### src/rtl/pipe_tx_framer_pkg.sv
// Shared types and PIPE symbol encodings for the transmit framer.
package pipe_tx_framer_pkg;

  typedef enum logic [2:0] {
    DETECT_state,
    POLLING_state,
    CONFIG_state,
    ACTIVE_state,
    RETRAIN_state,
    DISABLED_state
  } state_t;

  typedef bit [47:0] dllp_flat_t;

  localparam logic [7:0] K_SDP = 8'h5C;
  localparam logic [7:0] K_STP = 8'hFB;
  localparam logic [7:0] K_END = 8'hFD;
  localparam logic [7:0] K_EDB = 8'hFE;
  localparam logic [7:0] D_IDL = 8'h00;

  typedef enum logic [2:0] {
    StIdle,
    StDllp,
    StTlp,
    StEndSpill,
    StAbort
  } tx_fsm_e;

endpackage

### src/rtl/pipe_tx_byte_packer.sv
// Packs lead/carry symbol, TLP bytes and END into PIPE lanes with IDL fill; registers TxData/K.
module pipe_tx_byte_packer
  import pipe_tx_framer_pkg::*;
#(
  parameter int unsigned DATA_BYTES = 4,
  parameter int unsigned NbW        = $clog2(DATA_BYTES) + 1
) (
  input  logic                    clk_i,
  input  logic                    rst_i,
  input  logic                    raw_en_i,
  input  logic [8*DATA_BYTES-1:0] raw_data_i,
  input  logic [DATA_BYTES-1:0]   raw_k_i,
  input  logic                    lead_en_i,
  input  logic                    beat_en_i,
  input  logic                    beat_last_i,
  input  logic [NbW-1:0]          beat_nbytes_i,
  input  logic [8*DATA_BYTES-1:0] beat_data_i,
  input  logic                    end_en_i,
  output logic                    end_pend_o,
  output logic [8*DATA_BYTES-1:0] tx_data_o,
  output logic [DATA_BYTES-1:0]   tx_datak_o
);

  localparam int unsigned Slots = DATA_BYTES + 2;
  localparam int unsigned IdxW  = $clog2(Slots);

  logic [7:0]              sym [Slots];
  logic [Slots-1:0]        symk, symd;
  logic [IdxW-1:0]         idx;
  int unsigned             nb;
  logic [7:0]              carry_q, carry_d;
  logic                    carry_v_q, carry_v_d;
  logic [8*DATA_BYTES-1:0] tx_data_q, tx_data_d;
  logic [DATA_BYTES-1:0]   tx_datak_q, tx_datak_d;

  always_comb begin
    for (int unsigned s = 0; s < Slots; s++) begin
      sym[s]  = D_IDL;
      symk[s] = 1'b0;
      symd[s] = 1'b0;
    end
    idx = '0;
    nb  = beat_last_i ? 32'(beat_nbytes_i) : DATA_BYTES;
    if (lead_en_i) begin
      sym[0]  = K_STP;
      symk[0] = 1'b1;
      idx     = IdxW'(1);
    end else if (carry_v_q) begin
      sym[0]  = carry_q;
      symd[0] = 1'b1;
      idx     = IdxW'(1);
    end
    if (beat_en_i) begin
      for (int unsigned i = 0; i < DATA_BYTES; i++) begin
        if (i < nb) begin
          sym[idx]  = beat_data_i[8*i+:8];
          symd[idx] = 1'b1;
          idx       = idx + IdxW'(1);
        end
      end
    end
    if (end_en_i) begin
      sym[idx]  = K_END;
      symk[idx] = 1'b1;
    end
    // Anything past lane DATA_BYTES-1 spills: a data byte becomes the carry, an END stays pending.
    end_pend_o = |symk[Slots-1:DATA_BYTES];
    carry_d    = sym[DATA_BYTES];
    carry_v_d  = symd[DATA_BYTES] && !raw_en_i;
    for (int unsigned b = 0; b < DATA_BYTES; b++) begin
      tx_data_d[8*b+:8] = sym[b];
      tx_datak_d[b]     = symk[b];
    end
    if (raw_en_i) begin
      tx_data_d  = raw_data_i;
      tx_datak_d = raw_k_i;
    end
  end

  always_ff @(posedge clk_i) begin
    if (rst_i) begin
      carry_q    <= '0;
      carry_v_q  <= 1'b0;
      tx_data_q  <= '0;
      tx_datak_q <= '0;
    end else begin
      carry_q    <= carry_d;
      carry_v_q  <= carry_v_d;
      tx_data_q  <= tx_data_d;
      tx_datak_q <= tx_datak_d;
    end
  end

  assign tx_data_o  = tx_data_q;
  assign tx_datak_o = tx_datak_q;

endmodule

### src/rtl/pipe_tx_framer.sv
// Gen1/Gen2 PIPE transmit framer: DLLP/TLP framing FSM and handshakes around the byte packer.
module pipe_tx_framer
  import pipe_tx_framer_pkg::*;
#(
  parameter int unsigned DATA_BYTES = 4
) (
  input  logic                          pclk,
  input  logic                          reset,
  input  state_t                        link_state,
  input  logic                          dllp_valid,
  output logic                          dllp_ready,
  input  dllp_flat_t                    dllp_data,
  input  logic                          tlp_valid,
  output logic                          tlp_ready,
  input  logic [8*DATA_BYTES-1:0]       tlp_data,
  input  logic                          tlp_last,
  input  logic [$clog2(DATA_BYTES):0]   tlp_nbytes,
  output logic [8*DATA_BYTES-1:0]       tx_data,
  output logic [DATA_BYTES-1:0]         tx_datak,
  output logic                          frame_abort
);

  localparam int unsigned NbW     = $clog2(DATA_BYTES) + 1;
  localparam logic [2:0]  CntInit = 3'(8 / DATA_BYTES - 1);
  localparam logic [7:0]  DllpK   = 8'h81;

  tx_fsm_e                 st_q, st_d;
  logic                    active, dllp_fire, tlp_fire, abort_now;
  logic [63:0]             dllp_sym, dllp_q;
  logic [7:0]              dllp_kq;
  logic [2:0]              cnt_q;
  logic                    frame_abort_q;
  logic                    pk_raw_en, pk_lead_en, pk_beat_en, pk_end_en, pk_end_pend;
  logic [8*DATA_BYTES-1:0] pk_raw_data;
  logic [DATA_BYTES-1:0]   pk_raw_k;

  assign active    = (link_state == ACTIVE_state);
  assign dllp_fire = dllp_valid && dllp_ready;
  assign tlp_fire  = tlp_valid && tlp_ready;
  assign dllp_sym  = {K_END, dllp_data, K_SDP};
  assign abort_now = !active && (st_q == StDllp || st_q == StTlp || st_q == StEndSpill);

  always_ff @(posedge pclk) begin
    if (reset) begin
      st_q          <= StIdle;
      frame_abort_q <= 1'b0;
    end else begin
      st_q          <= st_d;
      frame_abort_q <= abort_now;
    end
  end

  always_ff @(posedge pclk) begin
    if (reset) begin
      dllp_q  <= '0;
      dllp_kq <= '0;
      cnt_q   <= '0;
    end else if (dllp_fire) begin
      dllp_q  <= dllp_sym >> (8 * DATA_BYTES);
      dllp_kq <= DllpK >> DATA_BYTES;
      cnt_q   <= CntInit;
    end else if (st_q == StDllp) begin
      dllp_q  <= dllp_q >> (8 * DATA_BYTES);
      dllp_kq <= dllp_kq >> DATA_BYTES;
      cnt_q   <= cnt_q - 3'd1;
    end
  end

  always_comb begin
    st_d = st_q;
    unique case (st_q)
      StIdle: begin
        if (dllp_fire) begin
          st_d = StDllp;
        end else if (tlp_fire) begin
          st_d = !tlp_last ? StTlp : (pk_end_pend ? StEndSpill : StIdle);
        end
      end
      StDllp: begin
        if (!active)             st_d = StAbort;
        else if (cnt_q == 3'd1)  st_d = StIdle;
      end
      StTlp: begin
        if (!active)                   st_d = StAbort;
        else if (tlp_valid && tlp_last) st_d = pk_end_pend ? StEndSpill : StIdle;
      end
      StEndSpill: begin
        if (!active)          st_d = StAbort;
        else if (!pk_end_pend) st_d = StIdle;
      end
      StAbort: st_d = StIdle;
      default: st_d = StIdle;
    endcase
  end

  always_comb begin
    dllp_ready  = 1'b0;
    tlp_ready   = 1'b0;
    pk_raw_en   = 1'b0;
    pk_raw_data = '0;
    pk_raw_k    = '0;
    pk_lead_en  = 1'b0;
    pk_beat_en  = 1'b0;
    pk_end_en   = 1'b0;
    unique case (st_q)
      StIdle: begin
        if (active && !reset) begin
          dllp_ready = 1'b1;
          tlp_ready  = !dllp_valid;
        end
        if (dllp_fire) begin
          pk_raw_en   = 1'b1;
          pk_raw_data = dllp_sym[8*DATA_BYTES-1:0];
          pk_raw_k    = DllpK[DATA_BYTES-1:0];
        end else if (tlp_fire) begin
          pk_lead_en = 1'b1;
          pk_beat_en = 1'b1;
          pk_end_en  = tlp_last;
        end
      end
      StDllp: begin
        if (active) begin
          pk_raw_en   = 1'b1;
          pk_raw_data = dllp_q[8*DATA_BYTES-1:0];
          pk_raw_k    = dllp_kq[DATA_BYTES-1:0];
        end
      end
      StTlp: begin
        if (active) begin
          tlp_ready  = !reset;
          pk_beat_en = tlp_valid;
          pk_end_en  = tlp_valid && tlp_last;
        end
      end
      StEndSpill: pk_end_en = active;
      StAbort: ;
      default: ;
    endcase
    if (abort_now) begin
      pk_raw_en        = 1'b1;
      pk_raw_data      = '0;
      pk_raw_data[7:0] = K_EDB;
      pk_raw_k         = '0;
      pk_raw_k[0]      = 1'b1;
    end
  end

  pipe_tx_byte_packer #(
    .DATA_BYTES (DATA_BYTES),
    .NbW        (NbW)
  ) u_packer (
    .clk_i         (pclk),
    .rst_i         (reset),
    .raw_en_i      (pk_raw_en),
    .raw_data_i    (pk_raw_data),
    .raw_k_i       (pk_raw_k),
    .lead_en_i     (pk_lead_en),
    .beat_en_i     (pk_beat_en),
    .beat_last_i   (tlp_last),
    .beat_nbytes_i (tlp_nbytes),
    .beat_data_i   (tlp_data),
    .end_en_i      (pk_end_en),
    .end_pend_o    (pk_end_pend),
    .tx_data_o     (tx_data),
    .tx_datak_o    (tx_datak)
  );

  assign frame_abort = frame_abort_q;

endmodule
### config.mk
export PLATFORM = sky130hd
export DESIGN_NAME = pipe_tx_framer
export DESIGN_NICKNAME = d
export VERILOG_FILES = /design/src/rtl/pipe_tx_framer_pkg.sv /design/src/rtl/pipe_tx_byte_packer.sv /design/src/rtl/pipe_tx_framer.sv
export SDC_FILE = /design/constraint.sdc
export NUM_CORES = 1
export LEC_CHECK = 0
export ABC_CLOCK_PERIOD_IN_PS = 5400
export CAP_MARGIN = 40
export CORE_ASPECT_RATIO = 0.5
export CORE_MARGIN = 2
export CORE_UTILIZATION = 49
export CTS_CLUSTER_SIZE = 40
export DETAILED_ROUTE_END_ITERATION = 6
export PLACE_DENSITY_LB_ADDON = 0.15
export SLEW_MARGIN = 10
export SYNTH_ARGS = -nofsm -noshare
export SYNTH_HDL_FRONTEND = slang
export SYNTH_SLANG_ARGS = --single-unit
### constraint.sdc
create_clock -name pclk -period 5.4 [get_ports pclk]
set_input_delay 1.62 -clock pclk [delete_from_list [all_inputs] [get_ports pclk]]
set_output_delay 1.62 -clock pclk [all_outputs]
set_load 0.02 [all_outputs]
==> metrics.md, run 1 <==
| Metric | Value |
|---|---|
| Nets | `836` |
| Largest net degree at the start of global routing | `60` |
| Top FF cell, synth | `dfxtp_1` |
| CTS Sinks | `77` |
| Max Slew Vio Count | `0` |
| GR Util All Layers | `36.3%` |
| Stages on the worst setup path | `6` |
| Filler cells | `807` |
| Synth warn | `0` |
| Critical path's slowest cell | `clkdlybuf4s50_1` |
| Max-Cap Viols | `0` |
| Net Sw Frac | `29.3%` |
| Total wire length | `18700 µm` |
| Placed Cells | `849` |
| Final hold vios | `0` |
| Die area | `10400 µm²` |
| CTS root buf | `clkbuf_16` |
| Die W | `142 µm` |
| Top Layer Used | `met4` |
| Gates resized, CTS repair | `0` |
| Max-Slew Margin vs Limit | `47.5%` |
| DRC | `0` |
| Worst min-delay path category | `register to register` |
| Synthesized Nets | `713` |
| Final Wtd Congestion | `1.02` |
| Clock network power share | `41.9%` |
| CP delay by family, top | `buffers and inverters` |
| Worst-path clk slew | `0.06 ns` |
| CTS buffer count | `9` |
| Row cnt | `25` |
| Hold Path Depth | `2` |
| Post-DP HPWL | `14200 µm` |
| Synth async-reset ratio | `0%` |
| Vias in the first global route | `4984` |
| Post-DR vias/cell | `6.47` |
| CP max FO | `9` |
| Post-synth EDFFs | `0` |
| 1st-pass router iterations | `5` |
| Mapped cell area | `4660 µm²` |
| Critical Setup Path Class | `input port to primary output` |
| Max VDD drop | `0.000164 V` |
| Area growth, synth to finish | `37.9%` |
| Hold buffer count at CTS | `0` |
| Max stage delay on crit path | `0.62 ns` |
| Setup crit end kind | `primary output` |
| WL/cell | `21.6 µm` |
| Status | `finished clean` |
| # IOs | `130` |
| Simple-gate area share of the yosys netlist | `29.8%` |
| Sw Pwr | `425 µW` |
| Synth Register Bits | `77` |
| Leak | `2.30 nW` |
| RSZ-0062 raised after global routing | `no` |
| Post-Syn Instances | `616` |
| TritonCTS clock tree | `done` |
| XOR/XNOR Fraction of Synth Area | `1.72%` |
| Crit path time final | `5.11 ns` |
| Pwr dens | `226 nW/µm²` |
| Mux cell area share after synthesis | `0.456%` |
| Port Buf Inserts | `129` |
| Worst-margin pin slew | `0.784 ns` |
| Crit path required time | `3.78 ns` |
| Power share of the sequential group | `39.9%` |
| Initial antenna violation count | `0` |
| Netlist cell types | `78` |
| Adder-Cell Fraction of Synth Area | `1.77%` |
| Met2 Wirelength | `7490 µm` |
| Syn Area/Cell | `7.57 µm²` |
| Worst EP arrival | `3.49 ns` |
| Largest family of logic cells by synthesized area | `simple AND/OR/NAND/NOR gates` |
| H-tree levels | `3` |
| Post-CTS Setup Bufs | `0` |
| DR vias | `5596` |
| Final Setup Violations | `0` |
| Fin cells | `865` |
| Bufs and invs on worst path | `3` |
| Overflow after GRT | `0` |
| Post-route cell area | `6430 µm²` |
| Clk_skew | `0.00428 ns` |
| Max Clk Rate | `196 MHz` |
| Critical path's most frequent cell | `clkdlybuf4s50_1` |
| Starting Density | `49.8%` |
| R2R cell count | `12` |
| Core ar. | `9350 µm²` |
| Fraction of final layout cells sized beyond drive strength 1 | `9.27%` |
| Violation count after the first detailed-route iteration | `664` |
| DRT met1 WL | `8050 µm` |
| Util after Layout | `68.7%` |
| Metal3 WL | `2850 µm` |
| Post-route ant nets | `0` |
| Post-DP Area | `6140 µm²` |
| Int Power | `1.03 mW` |
| Antenna cell count | `0` |
| Combinational Power Share | `18.2%` |
| Setup ws final | `0.293 ns` |
| Synth Area in Compound Gates | `27.9%` |
| First-pass GRT wire length | `28000 µm` |
| Worst-path cell chain | `clkdlybuf4s50_1, nor4bb_1, buf_4, nand2_1, a21oi_1, clkdlybuf4s50_1` |
| Worst-Skew Late Latency | `0.35 ns` |
| Setup TNS | `0 ns` |
| Crit share post-route | `94.6%` |
| Critical Path Start Type | `input port` |
| Clock Path Buffers | `2` |
| Seq/Total Area, Yosys | `33.1%` |
| DP Worst Slack | `0.102 ns` |
| Die Y | `73.0 µm` |
-- cells in the mapped netlist (7+ instances only) --
library cell	n	area (µm²)
a21oi_1	45	225
nand3_1	52	260
a31oi_1	11	68.8
inv_1	9	33.8
and3_1	12	75.1
nand2_1	104	390
nor2_1	36	135
clkbuf_1	34	128
o21ai_0	36	180
o211ai_1	10	75.1
a221oi_1	10	87.6
or3_1	7	43.8
a32oi_1	7	61.3
nor3_1	15	75.1
a22oi_1	19	143
dfxtp_1	77	1540
-- per-layer routing --
metal | up-vias | track usage, %
met2 | 398 | 50.2
met3 | 37 | 13.8
met1 | 2611 | 52.6
met4 | 0 | 9.11
met5 | - | 0
li1 | 2550 | -
-- kinds of logic after synthesis --
family	count (synthesis)
adder cells (fa/ha/maj)	6
AO/OA/AOI/OAI	192
XOR/XNOR	7
flip-flops	77
AND/OR/NAND/NOR	273
buffers and inverters	59
multiplexers	2
-- state kept, by name (all words and copies together), names as in the netlist --
| name | cells |
|---|---|
| frame_abort | 1 |
| u_packer.carry_v_q | 1 |
| u_packer.carry_q | 8 |
| u_packer.tx_datak_o | 4 |
| cnt_q | 3 |
| dllp_q | 25 |
| u_packer.tx_data_o | 32 |
| st_q | 3 |
-- per-stage QoR --
stage / hold slack (ns) / power (mW)
5_1_grt: 0.486 / 1.49
3_3_place_gp: 0.449 / 0.844
4_1_cts: 0.465 / 1.44
3_5_place_dp: 0.454 / 0.844
2_1_floorplan: 0.436 / 0.704
6_report: 0.463 / 1.45
-- power groups by stage --
stage               sequential, mW  combinational, mW  clock (mW)
finish                       0.578              0.264       0.608
global route                 0.578              0.277       0.634
CTS                          0.578              0.255       0.607
detailed placement           0.591              0.253           0
global placement             0.591              0.254           0
floorplan                    0.593              0.111           0
-- worst paths after layout --
path                                    start               endpoint  slack [ns]
worst max-delay path            link_state[0]              tlp_ready        0.29
worst max register to register        st_q[2]  u_packer.tx_data_o[8]        1.50
worst min-delay path                dllp_q[3]              dllp_q[3]        0.46
worst min register to register      dllp_q[3]              dllp_q[3]        0.46
-- layout make-up --
class                   instances  area [µm²]  area share (%)
flip-flops and latches         77        1540            24.0
multi-input cells             480        2880            44.8
clock inverters                 6        52.6           0.817
clock buffers                  10         239            3.72
repair buffers                160        1520            23.6
inverters                      11        46.3           0.720
well taps                     121         151            2.35
-- tightest hold or removal path: cells and delay by family (launching register included) --
family	cells	cell delay, ns
compound gates	1	0.06
flops	1	0.31
simple gates	1	0.05
-- cells in the final DEF (no fill, tap or decap), drive strengths merged, types with 4 or more instances in the layout --
master and count:
clkdlybuf4s50 128, nand2 104, dfxtp 77, nand3 52
a21oi 45, nor2 37, o21ai 36, buf 32
a22oi 19, nor3 17, inv 14, and3 12
a31oi 11, o211ai 10, a221oi 10, clkbuf 10
or3 8, a32oi 7, a211oi 7, nor4 7
o22ai 6, and2 6, ha 5, a2111oi 4
a311oi 4, nand4 4, xnor2 4
No activity file was read; power rests on OpenSTA's default activity.
==> run 2: changes to the inputs <==
==> constraint.sdc (replaced) <==
create_clock -name pclk -period 5.4 [get_ports pclk]
set_input_delay 1.62 -clock pclk [delete_from_list [all_inputs] [get_ports pclk]]
set_output_delay 1.62 -clock pclk [all_outputs]
set_load 0.05 [all_outputs]
==> run 2 against run 1 <==
Worst setup slack better by 0.13 ns. Final cell count stayed put. Via count is 0.21% lower. Worst hold slack better by 0.0012 ns. Sequential power hardly changed. Sequential cell count stayed put. Critical path type is now input port to register.
==> metrics.md, run 2 (synthesis gave the netlist of run 1 again) <==
| Metric | Value |
|---|---|
| Post-DP HPWL | `13800 µm (-2.6%)` |
| Multi-input combinational cell area | `2880 µm² (unchanged)` |
| Fraction of final layout cells sized beyond drive strength 1 | `9.54% (+0.27 points)` |
| Antenna cell count | `0 (unchanged)` |
| Worst min-delay path category | `register to register` |
| Area growth, synth to finish | `38.1%` |
| Port Buf Inserts | `129 (unchanged)` |
| Leak | `2.31 nW (+0.26%)` |
| GR Util All Layers | `36.2% (-0.043 points)` |
| Overflow after GRT | `0 (unchanged)` |
| Nets | `836 (unchanged)` |
| Initial antenna violation count | `0 (unchanged)` |
| Die area | `10400 µm² (unchanged)` |
| Setup TNS | `0 ns (unchanged)` |
| Max-Slew Margin vs Limit | `45.4% (-2.2 points)` |
| DR vias | `5584 (-0.21%)` |
| Filler cells | `808 (+0.12%)` |
| 1st-pass router iterations | `6 (+1)` |
| Max Slew Vio Count | `0 (unchanged)` |
| CTS Sinks | `77 (unchanged)` |
| Max stage delay on crit path | `0.62 ns (about the same)` |
| Die Y | `73.0 µm (unchanged)` |
| Commonest cells after routing, fill and taps aside | `clkdlybuf4s50_1, nand2_1, dfxtp_1, nand3_1, a21oi_1` |
| Final Setup Violations | `0 (unchanged)` |
| Critical Setup Path Class | `input port to register` |
| Total wire length | `18500 µm (-1.1%)` |
| Status | `finished clean` |
| Util after Layout | `68.8% (+0.094 points)` |
| Starting Density | `49.8% (unchanged)` |
| Largest net degree at the start of global routing | `60 (unchanged)` |
| Core ar. | `9350 µm² (unchanged)` |
| Worst-Skew Late Latency | `0.34 ns (about the same)` |
| R2R cell count | `9 (-3)` |
| CP delay by family, top | `simple AND/OR/NAND/NOR gates` |
| Max-Cap Viols | `0 (unchanged)` |
| Hold Path Depth | `2 (unchanged)` |
| Final hold vios | `0 (unchanged)` |
| Die W | `142 µm (unchanged)` |
| Commonest non-fill, non-tap cell in the layout | `clkdlybuf4s50_1` |
| DRC | `0 (unchanged)` |
| Setup crit end kind | `register` |
| Gates resized, CTS repair | `0 (unchanged)` |
| Max VDD drop | `0.000148 V (-9.9%)` |
| Worst-path clk slew | `0.06 ns (about the same)` |
| Bufs and invs on worst path | `3 (unchanged)` |
| Worst-margin pin slew | `0.819 ns (+0.0343 ns)` |
| Pwr dens | `222 nW/µm² (-1.5%)` |
| Vias in the first global route | `4936 (-0.96%)` |
| Post-CTS Setup Bufs | `0 (unchanged)` |
| Stages on the worst setup path | `10 (+4)` |
| Clk_skew | `0.0103 ns (+0.00602 ns)` |
| Max Clk Rate | `201 MHz (+2.7%)` |
| Reg area | `1540 µm² (unchanged)` |
| H-tree levels | `3 (unchanged)` |
| Critical path's slowest cell | `xnor2_1` |
| Post-DR vias/cell | `6.46 (-0.21%)` |
| RSZ-0062 raised after global routing | `no` |
| Post-route ant nets | `0 (unchanged)` |
| Worst EP arrival | `5.24 ns (+1.75 ns)` |
| Critical Path Start Type | `input port` |
| TritonCTS clock tree | `done` |
| # IOs | `130 (unchanged)` |
| Row cnt | `25 (unchanged)` |
| Hold buffer count at CTS | `0 (unchanged)` |
| CP max FO | `12 (+3)` |
| CTS buffer count | `9 (unchanged)` |
| Crit path time final | `4.97 ns (-0.133 ns)` |
| WL/cell | `21.4 µm (-1.1%)` |
| First-pass GRT wire length | `28300 µm (+1.1%)` |
| Max reg flops | `32 (unchanged)` |
| Clock Path Buffers | `2 (unchanged)` |
| Violation count after the first detailed-route iteration | `607 (-8.6%)` |
| Crit path required time | `5.66 ns (+1.88 ns)` |
| Worst-path cell chain | `clkdlybuf4s50_1, or3b_1, clkinv_4, fa_1, buf_4, xnor2_1, nand3b_4, nor4_4, a221oi_1, a21oi_1` |
| CTS root buf | `clkbuf_16` |
| Crit share post-route | `92.1% (-2.5 points)` |
| Final Wtd Congestion | `1.04 (+1.5%)` |
-- run 2: cell types whose count changed in the layout (fill, tap and decap cells not counted), sizes merged --
cell and change:
buf +2, clkdlybuf4s50 -2, clkbuf -1, clkinv +1
-- run 2: worst paths after layout --
path	end	start	slack, ns
worst min-delay path	dllp_q[2]	dllp_q[2]	0.46
worst max register to register	u_packer.tx_data_o[16]	st_q[2]	1.29
worst min register to register	dllp_q[2]	dllp_q[2]	0.46
worst max-delay path	u_packer.tx_data_o[16]	tlp_last	0.43
-- run 2: report_power, final --
group | switching [mW] | internal, mW | total, mW | leakage [nW]
Clock | 0.266 | 0.318 | 0.584 | 0.139
Combinational | 0.150 | 0.118 | 0.268 | 1.55
Sequential | 0.00354 | 0.574 | 0.578 | 0.621
Total | 0.420 | 1.01 | 1.43 | 2.31
-- run 2: layout make-up --
| cell class | count | area share, % |
|---|---|---|
| inverter | 11 | 0.719 |
| multi-input combinational | 480 | 44.7 |
| clock inverter | 7 | 0.855 |
| timing repair buffer | 160 | 23.9 |
| sequential | 77 | 23.9 |
| clock buffer | 9 | 3.50 |
| tap | 121 | 2.35 |
-- run 2: worst min-delay path, delay by kind of cell (launching register included) --
kind,cells,cell delay [ns]
DFF,1,0.31
AOI/OAI and AO/OA,1,0.06
and+or+nand+nor,1,0.05
-- run 2: metrics by stage --
step	hold slack [ns]	power (mW)	area [µm²]	cells	setup slack (ns)
after floorplan	0.436	0.712	4660	616	0.463
after global placement	0.448	0.848	6150	848	0.212
after detailed placement	0.456	0.848	6160	849	0.213
after CTS	0.465	1.42	6440	865	0.508
after global routing	0.494	1.47	6440	865	0.130
final	0.464	1.43	6440	865	0.426
-- run 2: metal layers --
metal | vias up | part of all wire, % | global-route usage [%]
li1 | 2546 | - | -
met1 | 2574 | 45 | 54.4
met2 | 417 | 40 | 49.7
met3 | 47 | 13 | 11.5
met4 | 0 | 1.7 | 8.78
met5 | - | 0 | 0
==> run 3: changes to the inputs <==
- ABC_CLOCK_PERIOD_IN_PS: 5400 -> 5600
- clock period: 5.4 -> 5.6 ns (I/O delays scaled with it)
==> run 3 against run 2 <==
Routed wire length up 1.0%. Die area unchanged. First-iteration DRC count down 1.2%. Sequential power down 3.6%. Worst hold slack about the same. Critical path depth up 1. Global-route usage up 0.71 points. Sequential share of layout area about the same. Clock-buffer cell count unchanged. Critical endpoint is now u_packer.tx_data_o[3]. Power up 1.1%. Non-clock buffer count down 5. Highest routed layer unchanged.
==> metrics.md, run 3 (synthesis gave the netlist of run 1 again) <==
| Metric | Value |
|---|---|
| Max VDD drop | `0.000147 V (-1.1%)` |
| DRC | `0 (unchanged)` |
| Overflow after GRT | `0 (unchanged)` |
| Die area | `10400 µm² (unchanged)` |
| GR Util All Layers | `36.9% (+0.71 points)` |
| Total wire length | `18700 µm (+1.0%)` |
| Antenna cell count | `0 (unchanged)` |
| WHS Endpoint | `dllp_q[3]` |
| CP max FO | `5 (-7)` |
| Worst-path clk slew | `0.07 ns (about the same)` |
| # IOs | `130 (unchanged)` |
| Clock Path Buffers | `2 (unchanged)` |
| Setup crit end kind | `register` |
| Post-DR vias/cell | `6.50 (+0.73%)` |
| Setup ws final | `0.328 ns (-0.0976 ns)` |
| Bufs and invs on worst path | `2 (-1)` |
| Max-Cap Viols | `0 (unchanged)` |
| Commonest non-fill, non-tap cell in the layout | `clkdlybuf4s50_1` |
| Crit share post-route | `94.1%` |
| Stages on the worst setup path | `11 (+1)` |
| Post-route ant nets | `0 (unchanged)` |
| Crit path required time | `5.76 ns (+0.10 ns)` |
| Port Buf Inserts | `129 (unchanged)` |
| CP delay by family, top | `compound AO/OA/AOI/OAI gates` |
| Hold Path Depth | `2 (unchanged)` |
| Worst Hold Launch | `dllp_q[3]` |
| R2R cell count | `10 (+1)` |
| Commonest cells after routing, fill and taps aside | `clkdlybuf4s50_1, nand2_1, dfxtp_1, nand3_1, a21oi_1` |
| Initial antenna violation count | `0 (unchanged)` |
| TritonCTS clock tree | `done` |
| Worst min-delay path category | `register to register` |
| Max reg flops | `32 (unchanged)` |
| Leak | `2.29 nW (-0.67%)` |
| Worst-Skew Late Latency | `0.35 ns (about the same)` |
| Pwr dens | `225 nW/µm² (+1.3%)` |
| DP Worst Slack | `-0.00899 ns (-0.222 ns)` |
| H-tree levels | `3 (unchanged)` |
| Nets | `831 (-0.60%)` |
| RSZ-0062 raised after global routing | `no` |
| Setup TNS | `0 ns (unchanged)` |
| Post-CTS Setup Bufs | `0 (unchanged)` |
| Final Setup Violations | `0 (unchanged)` |
| Row cnt | `25 (unchanged)` |
| WL/cell | `21.7 µm (+1.6%)` |
| Max stage delay on crit path | `0.72 ns (+0.10 ns)` |
| Max Slew Vio Count | `0 (unchanged)` |
| First-pass GRT wire length | `28600 µm (+1.1%)` |
| Final hold vios | `0 (unchanged)` |
| Post-DP HPWL | `13900 µm (+0.50%)` |
| CTS root buf | `clkbuf_16` |
| Worst reg2reg setup slack | `1.48 ns (+0.19 ns)` |
| Filler cells | `815 (+0.87%)` |
| DR vias | `5592 (+0.14%)` |
| Hold slack | `0.464 ns (+0.000116 ns)` |
| Largest net degree at the start of global routing | `60 (unchanged)` |
| CTS Sinks | `77 (unchanged)` |
| Violation count after the first detailed-route iteration | `600 (-1.2%)` |
| Critical Path Start Type | `input port` |
| Final Wtd Congestion | `1.09 (+4.9%)` |
| Clk_skew | `0.0143 ns (+0.00400 ns)` |
| Max Clk Rate | `190 MHz` |
| Fraction of final layout cells sized beyond drive strength 1 | `9.07% (-0.48 points)` |
| Starting Density | `49.8% (unchanged)` |
| Critical Setup Path Class | `input port to register` |
| Worst r2r src | `st_q[2]` |
| 1st-pass router iterations | `7 (+1)` |
| Worst-margin pin slew | `0.905 ns (+0.0868 ns)` |
| Area growth, synth to finish | `37.8%` |
| Worst-path cell chain | `clkdlybuf4s50_1, nor4bb_2, a31oi_1, fa_1, inv_1, ha_1, a21bo_2, xnor2_4, nor4_4, a211oi_2, a311oi_1` |
| CTS buffer count | `9 (unchanged)` |
| Max-Slew Margin vs Limit | `39.3% (-6.1 points)` |
| R2R Path End | `u_packer.tx_data_o[3]` |
| Worst EP arrival | `5.43 ns (+0.19 ns)` |
| Core ar. | `9350 µm² (unchanged)` |
| Hold buffer count at CTS | `0 (unchanged)` |
| Critical path's slowest cell | `a211oi_2` |
| Die Y | `73.0 µm (unchanged)` |
| Status | `finished clean` |
| Crit path time final | `5.27 ns` |
| Vias in the first global route | `5109 (+3.5%)` |
| Die W | `142 µm (unchanged)` |
==> run 3: changes by cell type in the layout (fill, tap and decap cells not counted), sizes merged <==
cell / change
bufinv: +1
inv: +1
buf: -5
clkinv: -2
==> run 3: worst max-delay path by stage <==
stage,from,end
after floorplan,link_state[2],u_packer.tx_data_o[3]
after global placement,link_state[0],u_packer.tx_data_o[12]
after detailed placement,link_state[0],u_packer.carry_q[1]
after CTS,link_state[0],u_packer.carry_q[1]
after global routing,link_state[0],u_packer.tx_data_o[3]
final,link_state[0],u_packer.tx_data_o[3]
==> run 3: report_power, final <==
part | total (mW) | switching (mW) | internal, mW
clock network | 0.630 | 0.273 | 0.357
logic | 0.258 | 0.146 | 0.112
registers | 0.557 | 0.00332 | 0.554
==> run 3: repair_timing <==
item,CTS,global route
gates resized for setup,0,1
endpoints found under the setup margin,0,2
endpoints found under the hold margin,0,0
==> run 3: per-stage QoR <==
| step | total power, mW | instances | area, µm² | utilization, % |
|---|---|---|---|---|
| floorplan | 0.686 | 616 | 4660 | - |
| global placement | 0.816 | 844 | 6110 | 65.3 |
| detailed placement | 0.817 | 844 | 6110 | 65.3 |
| CTS | 1.43 | 860 | 6420 | 68.6 |
| global route | 1.48 | 860 | 6420 | 68.7 |
| finish | 1.45 | 860 | 6420 | 68.7 |
==> run 3: per-layer routing <==
layer	routed length (µm)	global-route usage (%)	vias up
li1	-	-	2531
met1	7980	51.6	2598
met2	7540	52.1	423
met3	2850	15.4	40
met4	315	10.4	0
met5	0	0	-
==> run 3: area by class of cell <==
cell class	instances	area [µm²]	area share [%]
Timing Repair Buffer	155	1490	23.2
Inverter	11	46.3	0.721
Clock inverter	7	86.3	1.34
Multi-Input combinational cell	480	2890	44.9
Tap cell	121	151	2.36
Clock buffer	9	225	3.51
Sequential cell	77	1540	24.0
==> run 3: worst min-delay path, cell delays in order, from the launching register on <==
cell	delay, ns
dfxtp_1	0.31
nand2_1	0.05
o21ai_0	0.06
